[config.mk]
export PLATFORM = sky130hd
export DESIGN_NAME = mul_div_unit
export DESIGN_NICKNAME = d
export VERILOG_FILES = /design/src/rtl/mdu_pkg.sv /design/src/rtl/mdu_step.sv /design/src/rtl/mul_div_unit.sv
export SDC_FILE = /design/constraint.sdc
export NUM_CORES = 1
export LEC_CHECK = 0
export CORE_MARGIN = 2
export CORE_UTILIZATION = 49
export DETAILED_ROUTE_END_ITERATION = 8
export PLACE_DENSITY = 0.71
export SETUP_SLACK_MARGIN = 0.1
export SLEW_MARGIN = 20
export SYNTH_ARGS = -nofsm -noshare
export SYNTH_HDL_FRONTEND = slang
export SYNTH_SLANG_ARGS = --single-unit
[constraint.sdc]
create_clock -name clk -period 4 [get_ports clk]
set_input_delay 0.6 -clock clk [delete_from_list [all_inputs] [get_ports clk]]
set_output_delay 0.6 -clock clk [all_outputs]
set_load 0.05 [all_outputs]
[src/rtl/mdu_pkg.sv]
// mdu_pkg: shared op encodings, FSM states and HI/LO funct decode for the multiply/divide unit
package mdu_pkg;
  localparam logic [1:0] MDU_MULT  = 2'd0;
  localparam logic [1:0] MDU_MULTU = 2'd1;
  localparam logic [1:0] MDU_DIV   = 2'd2;
  localparam logic [1:0] MDU_DIVU  = 2'd3;
  localparam logic [1:0] ST_IDLE  = 2'd0;
  localparam logic [1:0] ST_RUN   = 2'd1;
  localparam logic [1:0] ST_FINAL = 2'd2;
  localparam logic [5:0] FN_MFHI  = 6'h10;
  localparam logic [5:0] FN_MTHI  = 6'h11;
  localparam logic [5:0] FN_MFLO  = 6'h12;
  localparam logic [5:0] FN_MTLO  = 6'h13;
  localparam logic [5:0] FN_MULT  = 6'h18;
  localparam logic [5:0] FN_MULTU = 6'h19;
  localparam logic [5:0] FN_DIV   = 6'h1a;
  localparam logic [5:0] FN_DIVU  = 6'h1b;
  function automatic logic is_mdu_funct(input logic [5:0] funct);
    return funct inside {FN_MULT, FN_MULTU, FN_DIV, FN_DIVU};
  endfunction
  function automatic logic [1:0] funct_to_op(input logic [5:0] funct);
    return funct[1:0];
  endfunction
endpackage

[src/rtl/mdu_step.sv]
// mdu_step: one radix-2 iteration, shift-add (multiply) or restoring shift-subtract (divide)
//   div: mode select; hi/lo: partial product or remainder/quotient; opd: multiplicand or divisor
//   hi_nxt/lo_nxt: state after this iteration
module mdu_step #(
  parameter int WIDTH = 32
) (
  input  logic             div,
  input  logic [WIDTH-1:0] hi,
  input  logic [WIDTH-1:0] lo,
  input  logic [WIDTH-1:0] opd,
  output logic [WIDTH-1:0] hi_nxt,
  output logic [WIDTH-1:0] lo_nxt
);
  logic [WIDTH:0] sum;
  logic [WIDTH:0] sh;
  logic [WIDTH-1:0] rem;
  logic ge;
  always_comb begin
    sum = {1'b0, hi} + (lo[0] ? {1'b0, opd} : '0);
    sh = {hi, lo[WIDTH-1]};
    ge = sh >= {1'b0, opd};
    // the remainder after a successful subtract always fits WIDTH bits
    rem = sh[WIDTH-1:0] - opd;
    hi_nxt = div ? (ge ? rem : sh[WIDTH-1:0]) : sum[WIDTH:1];
    lo_nxt = div ? {lo[WIDTH-2:0], ge} : {sum[0], lo[WIDTH-1:1]};
  end
endmodule

[src/rtl/mul_div_unit.sv]
// mul_div_unit: iterative MULT/MULTU/DIV/DIVU unit with HI/LO registers
//   clk, rst (async, active-low); start/op/src_a/src_b issue an op; flush kills it
//   hi_we/lo_we/wdata: MTHI/MTLO; busy, done pulse, sticky div_by_zero; hi/lo registers
module mul_div_unit
  import mdu_pkg::*;
#(
  parameter int WIDTH = 32
) (
  input  logic             clk,
  input  logic             rst,
  input  logic             start,
  input  logic [1:0]       op,
  input  logic             flush,
  input  logic [WIDTH-1:0] src_a,
  input  logic [WIDTH-1:0] src_b,
  input  logic             hi_we,
  input  logic             lo_we,
  input  logic [WIDTH-1:0] wdata,
  output logic             busy,
  output logic             done,
  output logic             div_by_zero,
  output logic [WIDTH-1:0] hi,
  output logic [WIDTH-1:0] lo
);
  localparam int CNT_W = $clog2(WIDTH + 1);
  logic [1:0] state;
  logic [CNT_W-1:0] cnt;
  logic [WIDTH-1:0] acc_hi, acc_lo, opd, nxt_hi, nxt_lo, abs_a, abs_b;
  logic [2*WIDTH-1:0] prod;
  logic is_div, neg_q, neg_r, dz, sgn, a_neg, b_neg, accept, op_div;
  always_comb begin
    op_div = op inside {MDU_DIV, MDU_DIVU};
    sgn = op inside {MDU_MULT, MDU_DIV};
    a_neg = sgn & src_a[WIDTH-1];
    b_neg = sgn & src_b[WIDTH-1];
    abs_a = a_neg ? -src_a : src_a;
    abs_b = b_neg ? -src_b : src_b;
    prod = neg_q ? -{acc_hi, acc_lo} : {acc_hi, acc_lo};
    busy = state != ST_IDLE;
    accept = start & ~busy & ~flush;
  end
  mdu_step #(.WIDTH(WIDTH)) u_step (
    .div    (is_div),
    .hi     (acc_hi),
    .lo     (acc_lo),
    .opd    (opd),
    .hi_nxt (nxt_hi),
    .lo_nxt (nxt_lo)
  );
  always_ff @(posedge clk or negedge rst) begin
    if (!rst) begin
      state <= ST_IDLE;
      cnt <= '0;
      done <= 1'b0;
      div_by_zero <= 1'b0;
      hi <= '0;
      lo <= '0;
      acc_hi <= '0;
      acc_lo <= '0;
      opd <= '0;
      is_div <= 1'b0;
      neg_q <= 1'b0;
      neg_r <= 1'b0;
      dz <= 1'b0;
    end else begin
      done <= 1'b0;
      if (busy && flush) begin
        state <= ST_IDLE;
        cnt <= '0;
      end else if (state == ST_RUN) begin
        acc_hi <= nxt_hi;
        acc_lo <= nxt_lo;
        if (cnt == '0) state <= ST_FINAL;
        else cnt <= cnt - 1'b1;
      end else if (state == ST_FINAL) begin
        state <= ST_IDLE;
        done <= 1'b1;
        div_by_zero <= dz;
        // a zero divisor leaves |a| in the remainder, so sign-correcting it restores src_a
        hi <= is_div ? (neg_r ? -acc_hi : acc_hi) : prod[2*WIDTH-1:WIDTH];
        lo <= is_div ? (dz ? '1 : neg_q ? -acc_lo : acc_lo) : prod[WIDTH-1:0];
      end else begin
        if (hi_we) hi <= wdata;
        if (lo_we) lo <= wdata;
        if (accept) begin
          state <= ST_RUN;
          cnt <= CNT_W'(WIDTH - 1);
          is_div <= op_div;
          neg_q <= a_neg ^ b_neg;
          neg_r <= a_neg;
          dz <= op_div && src_b == '0;
          div_by_zero <= 1'b0;
          acc_hi <= '0;
          acc_lo <= op_div ? abs_a : abs_b;
          opd <= op_div ? abs_b : abs_a;
        end
      end
    end
  end
endmodule
==> results of run 1 <==
## metal layers
metal / routed length, µm / part of all wire / GRT usage
met3: 3820 / 0.070 / 0.0420
met1: 23400 / 0.43 / 0.455
met5: 0 / 0 / 0
met4: 2600 / 0.048 / 0.153
met2: 24700 / 0.45 / 0.549
## through the flow
stage	hold WS, ns	instances
2_1_floorplan	0.304	1926
3_3_place_gp	0.461	2449
3_5_place_dp	0.468	2449
4_1_cts	0.219	2481
5_1_grt	0.233	2482
6_report	0.150	2482
## cells in the mapped netlist, drive strengths merged (14+ instances only)
library cell / count / area [µm²]
a21o: 29 / 218
a22oi: 17 / 128
o21ai: 210 / 1050
or4: 14 / 115
xnor2: 109 / 955
o31ai: 26 / 195
nor3: 44 / 220
nand4: 14 / 87.6
a211oi: 41 / 320
mux2i: 41 / 410
o41ai: 14 / 123
inv: 74 / 278
mux2: 27 / 304
o22ai: 35 / 219
nor4: 21 / 131
nand2b: 16 / 100
dfrtp: 174 / 4350
a31oi: 14 / 87.6
nand2: 205 / 769
nand3: 31 / 155
or3: 23 / 156
clkbuf: 98 / 388
ha: 73 / 913
xor2: 63 / 552
nor2: 173 / 652
a21oi: 184 / 921
## critical path, stage by stage, from the launching register on
cell,delay (ns)
dfrtp_1,0.46
or4_1,0.62
nor4_1,0.45
nand4b_1,0.39
nor3_1,0.45
o21ai_1,0.22
o41ai_1,0.46
xor2_1,0.21
a211oi_1,0.10
a21o_1,0.19
## how the worst min path moves through the flow
stage	start	to	slack [ns]	cells past startpoint
floorplan	rst	acc_hi[0]	0.30	0
global placement	opd[11]	opd[11]	0.46	1
detailed placement	hi[23]	hi[23]	0.47	1
CTS	rst	acc_lo[7]	0.22	1
global route	rst	cnt[1]	0.23	1
finish	rst	cnt[0]	0.15	1
## cells by family after synthesis
group	after synthesis	synth area share
DFF	174	0.289
and+or+nand+nor	595	0.183
muxes	68	0.0475
buffers and inverters	187	0.0512
AOI/OAI and AO/OA	655	0.265
xor gates and xnor gates	172	0.100
adders and majority gates	75	0.0634
## state kept, by name, summed over array words and instances, names as in the netlist, 2 cells and up
signal / flops
cnt: 6
state: 2
acc_lo: 32
hi: 32
lo: 32
opd: 32
acc_hi: 32
## power groups by stage
| stage | clock (mW) | sequential [mW] | combinational, mW |
|---|---|---|---|
| after floorplan | 0 | 4.22 | 6.09 |
| after global placement | 0 | 3.34 | 10.2 |
| after detailed placement | 0 | 3.38 | 10.3 |
| after CTS | 1.73 | 3.36 | 10.4 |
| after global routing | 1.80 | 3.47 | 11.4 |
| final | 1.74 | 3.39 | 10.6 |
## area by class of cell
cell class / count / share of cell area
Multi-Input combinational cell: 1565 / 0.555
Inverter: 74 / 0.0155
Sequential cell: 174 / 0.242
Tap cell: 396 / 0.0276
Clock inverter: 15 / 0.00982
Timing Repair Buffer: 241 / 0.126
Clock buffer: 17 / 0.0237
==> run_results.csv, run 1 <==
group,metric,value,unit
setup_path,rr_endpoint,"hi[29]",
power_and_ir_drop,power.total,15.7,mW
final_layout,regArea,0.00436,mm²
final_layout,final_cell_mix,"o21ai_0 (206), nand2_1 (205), a21oi_1 (184), dfrtp_1 (173), nor2_1 (172)",
floorplan,start_util,0.494,
setup_path,critPathMaxFanout,7,
sta,maxClockFrequency,0.274,GHz
power_and_ir_drop,p_int,7.31,mW
setup_path,startpoint,"acc_lo[6]",
final_layout,layout-drive-gt1-share,0.0772,
power_and_ir_drop,power_switching,8.44,mW
power_and_ir_drop,power.leakage,7.56,nW
place,placed_area,0.0173,mm²
setup_path,endpoint,"hi[29]",
power_and_ir_drop,switching_share,0.536,
logic_synthesis,synth_area,0.0150,mm²
floorplan,dieArea,0.0321,mm²
final_layout,nets,2252,
sta,skew,0.0261,ns
setup_path,cp-end-kind,"register",
place,place_congestion,1.05,
outcome,status,"completed",
sta,slew-limit-headroom,0.347,
clock_tree,cts.repair.resized,0,
clock_tree,cts-root-buf,"clkbuf_16",
detailed_routing,via_count,15490,
floorplan,die_w,179,µm
power_and_ir_drop,power_frac_seq,0.215,
setup_path,start_kind,"register",
logic_synthesis,synthCells,1926,
clock_tree,clk_latency,0.46,ns
sta,worst_pin_slew,0.980,ns
sta,final.setup.tns,0,ns
logic_synthesis,synth-main-ff-cell,"dfrtp_1",
power_and_ir_drop,p_per_area,877,mW/mm²
power_and_ir_drop,power.share.combinational,0.675,
power_and_ir_drop,p_clk_frac,0.110,
floorplan,die_height,179,µm
detailed_routing,ant_nets,0,
final_layout,antennaDiodeCount,0,
sta,rsz0062_at_grt,"false",
place,port_buffers,170,
final_layout,final_area,0.0180,mm²
final_layout,final_util,0.590,
clock_tree,cts_setup_buffers,0,
logic_synthesis,synth.distinct_cells,78,
setup_path,crit_arrival,4.00,ns
place,dpl.hpwl,42900,µm
job,drv_cap,0,
clock_tree,clock-sinks,174,
floorplan,num_rows,64,
power_and_ir_drop,ir_drop,437,µV
clock_tree,cts_tree,"yes",
final_layout,fillers,2755,
global_route,grt_pass1_wl,83000,µm
setup_path,timing.rr.start,"acc_lo[6]",
final_layout,multi_input_area,0.00997,mm²
global_route,grtUsageTotal,0.340,
sta,final-max-slew-violation-count,0,
global_route,grt_pass1_vias,14411,
detailed_routing,wl_per_cell,22.0,µm
clock_tree,cts_buffer_depth,2,
sta,fin_crit,3.65,ns
detailed_routing,drc_errors,0,
floorplan,core_area,0.0304,mm²
clock_tree,cts_made_buffers,17,
setup_path,rrSetupSlack,0.35,ns
detailed_routing,vias_per_cell,6.24,
detailed_routing,wirelength,54500,µm
detailed_routing,drt-initial-drc-count,1762,
logic_synthesis,yosysSeqAreaShare,0.289,
logic_synthesis,syn_avg_cell_area,7.81,µm²
logic_synthesis,synth_edf_count,0,
setup_path,timing_worst_setup_path_type,"register to register",
hold_path,hp-class,"primary input to asynchronous set/reset pin",
global_route,globalRouteOverflowTotal,0,
logic_synthesis,syn-num-nets,2105,
logic_synthesis,synth-async-reset-ratio,1.00,
setup_path,cp.required,4.34,ns
sta,period_share,0.913,
sta,setup_ws,0.346,ns
sta,hold_viol,0,
floorplan,boundaryPins,171,
clock_tree,cts_hold_buf,0,
sta,setup_violations,0,
clock_tree,clk_transition_reported_paths,0.10,ns
global_route,antenna_found_initial,0,
place,place_ws,0.302,ns
logic_synthesis,ys_ff_latch,174,
detailed_routing,dr.pass1.iters,8,
final_layout,syn2layout_area_growth,19.4,%
setup_path,worstRegToRegCells,9,
logic_synthesis,yosysWarnings,0,
clock_tree,cts_htree_levels,4,
final_layout,final_common_cell,"o21ai_0",
global_route,grt_max_degree,81,
(Power assumes the default switching activity.)
==> run 2, diff against run 1 <==
- CELL_PAD_IN_SITES_DETAIL_PLACEMENT: not set -> 1
- CELL_PAD_IN_SITES_GLOBAL_PLACEMENT: not set -> 2
- CORE_MARGIN: 2 -> not set
- CORE_UTILIZATION: 49 -> 34
- PLACE_DENSITY: 0.71 -> not set
- PLACE_DENSITY_LB_ADDON: not set -> 0.1
==> run 2 against run 1 <==
  * Register-to-register slack better by 0.097 ns
  * Power rose by 1.7%
  * Global-route usage decreased by 6.0 points
  * Wire length increased by 13%
  * Count of clock-buffer cells in the layout up 1
  * Sequential share of layout area shrank 0.58 points
  * Worst setup slack improved by 0.097 ns
  * Largest power group unchanged
  * Critical path type unchanged
==> run_results.csv, run 2 (same netlist as run 1, synthesis figures left out) <==
group,metric,value,unit
sta,final.setup.tns,0,ns
setup_path,timing_worst_setup_path_type,"register to register",
sta,slew-limit-headroom,0.427,
final_layout,layout-drive-gt1-share,0.0851,
global_route,grt_max_degree,78,
final_layout,final_util,0.424,
sta,period_share,0.889,
setup_path,crit_arrival,3.93,ns
job,drv_cap,0,
detailed_routing,dr.pass1.iters,5,
floorplan,boundaryPins,171,
clock_tree,cts_setup_buffers,0,
power_and_ir_drop,power.share.combinational,0.679,
setup_path,max_stage_delay,0.50,ns
final_layout,syn2layout_area_growth,22.3,%
floorplan,die_height,212,µm
clock_tree,cts_htree_levels,4,
clock_tree,cts_hold_buf,0,
power_and_ir_drop,switching_share,0.532,
final_layout,finalNonFillerCells,2689,
detailed_routing,wirelength,61600,µm
final_layout,fillers,5315,
place,dpl.hpwl,48900,µm
floorplan,die_w,212,µm
final_layout,final_common_cell,"o21ai_0",
power_and_ir_drop,power_switching,8.51,mW
global_route,grtUsageTotal,0.280,
place,dp_cells,2655,
setup_path,crit_slowest_cell,"dfrtp_1",
setup_path,cp_top_family,"compound AO/OA/AOI/OAI gates",
sta,final-max-slew-violation-count,0,
setup_path,critPathMaxFanout,7,
detailed_routing,wl_per_cell,22.9,µm
power_and_ir_drop,p_clk_frac,0.113,
final_layout,final_area,0.0184,mm²
global_route,grt_pass1_vias,15512,
setup_path,start_kind,"register",
power_and_ir_drop,ir_drop,383,µV
floorplan,core_area,0.0434,mm²
clock_tree,cts.repair.resized,0,
clock_tree,clk_latency,0.50,ns
floorplan,num_rows,76,
clock_tree,clk_transition_reported_paths,0.08,ns
final_layout,nets,2269,
setup_path,crit_buf_inv,3,
floorplan,dieArea,0.0451,mm²
clock_tree,cts_made_buffers,17,
global_route,antenna_found_initial,0,
clock_tree,clock-sinks,174,
setup_path,cp-end-kind,"register",
place,port_buffers,170,
setup_path,cp.required,4.37,ns
power_and_ir_drop,power_frac_seq,0.208,
final_layout,final_cell_mix,"o21ai_0 (205), nand2_1 (204), a21oi_1 (184), dfrtp_1 (173), nor2_1 (171)",
sta,rsz0062_at_grt,"false",
sta,maxClockFrequency,0.281,GHz
floorplan,start_util,0.347,
detailed_routing,via_count,15214,
sta,worst_pin_slew,0.859,ns
sta,skew,0.0181,ns
hold_path,hp-class,"primary input to asynchronous set/reset pin",
sta,hold_viol,0,
clock_tree,cts-root-buf,"clkbuf_16",
clock_tree,cts_tree,"yes",
setup_path,worstPathCellList,"inv_1 > ha_1 > inv_1 > fa_1 > a21oi_1 > o22ai_1 > o31ai_1 > buf_4 > o211ai_1 > a211oi_1 > o31ai_1 > a21oi_1 > xor2_1 > o211ai_1",
sta,fin_crit,3.56,ns
outcome,status,"completed",
detailed_routing,vias_per_cell,5.66,
detailed_routing,ant_nets,0,
global_route,grt_pass1_wl,94000,µm
clock_tree,cts_buffer_depth,2,
place,place_congestion,0.941,
global_route,globalRouteOverflowTotal,0,
power_and_ir_drop,p_int,7.49,mW
detailed_routing,drc_errors,0,
detailed_routing,drt-initial-drc-count,1101,
power_and_ir_drop,p_per_area,870,mW/mm²
sta,setup_violations,0,
power_and_ir_drop,power.leakage,7.67,nW
place,placed_area,0.0178,mm²
-- run 2: cell type report --
type	instances	area, µm²	area share
Multi-Input combinational cell	1565	9980	0.542
Sequential cell	174	4360	0.237
Timing Repair Buffer	258	2450	0.133
Tap cell	585	732	0.0398
Clock buffer	18	439	0.0239
Inverter	74	278	0.0151
Clock inverter	14	166	0.00904
Antenna cell	1	2.50	0.000136
-- run 2: layer usage --
layer / global-route usage / vias to the layer above / wire, µm
li1: - / 7299 / -
met3: 0.0319 / 44 / 2270
met5: 0 / - / 0
met4: 0.0868 / 0 / 1340
met1: 0.381 / 7553 / 29400
met2: 0.461 / 318 / 28600
-- run 2: path summary, 6_finish.rpt --
kind / to / depth (start not counted) / start / slack [ns]
max in group asynchronous: acc_hi[8] / 2 / rst / 2.92
max: acc_hi[24] / 14 / acc_lo[31] / 0.44
min reg2reg: hi[30] / 2 / hi[30] / 0.48
max reg2reg: acc_hi[24] / 14 / acc_lo[31] / 0.44
min in group clk: hi[30] / 2 / hi[30] / 0.48
min: lo[18] / 1 / rst / 0.14
-- run 2: stage by stage --
| step | hold slack (ns) | power, mW | setup WS (ns) |
|---|---|---|---|
| floorplan | 0.304 | 10.3 | 0.840 |
| global placement | 0.462 | 13.9 | 0.353 |
| detailed placement | 0.469 | 14.2 | 0.333 |
| CTS | 0.175 | 16.0 | 0.402 |
| global route | 0.216 | 17.1 | 0.181 |
| finish | 0.142 | 16.0 | 0.443 |
-- run 2: power groups by stage --
stage / combinational (mW) / clock (mW) / sequential (mW)
2_1_floorplan: 6.09 / 0 / 4.22
3_3_place_gp: 10.6 / 0 / 3.34
3_5_place_dp: 10.8 / 0 / 3.36
4_1_cts: 10.8 / 1.84 / 3.33
5_1_grt: 11.8 / 1.88 / 3.44
6_report: 10.9 / 1.80 / 3.33
-- run 2: worst reg2reg max path: cells and delay by family, from the launching register on --
family	cells	cell delay [ns]
compound gates	8	1.72
xor+xnor	1	0.27
fa+ha+maj	2	0.57
buf+inv	3	0.39
flops	1	0.50
==> run 3, diff against run 2 <==
- TNS_END_PERCENT: not set -> 50
==> results of run 3 <==
Same layout as run 2: the final DEF is identical, and so are final timing and power.
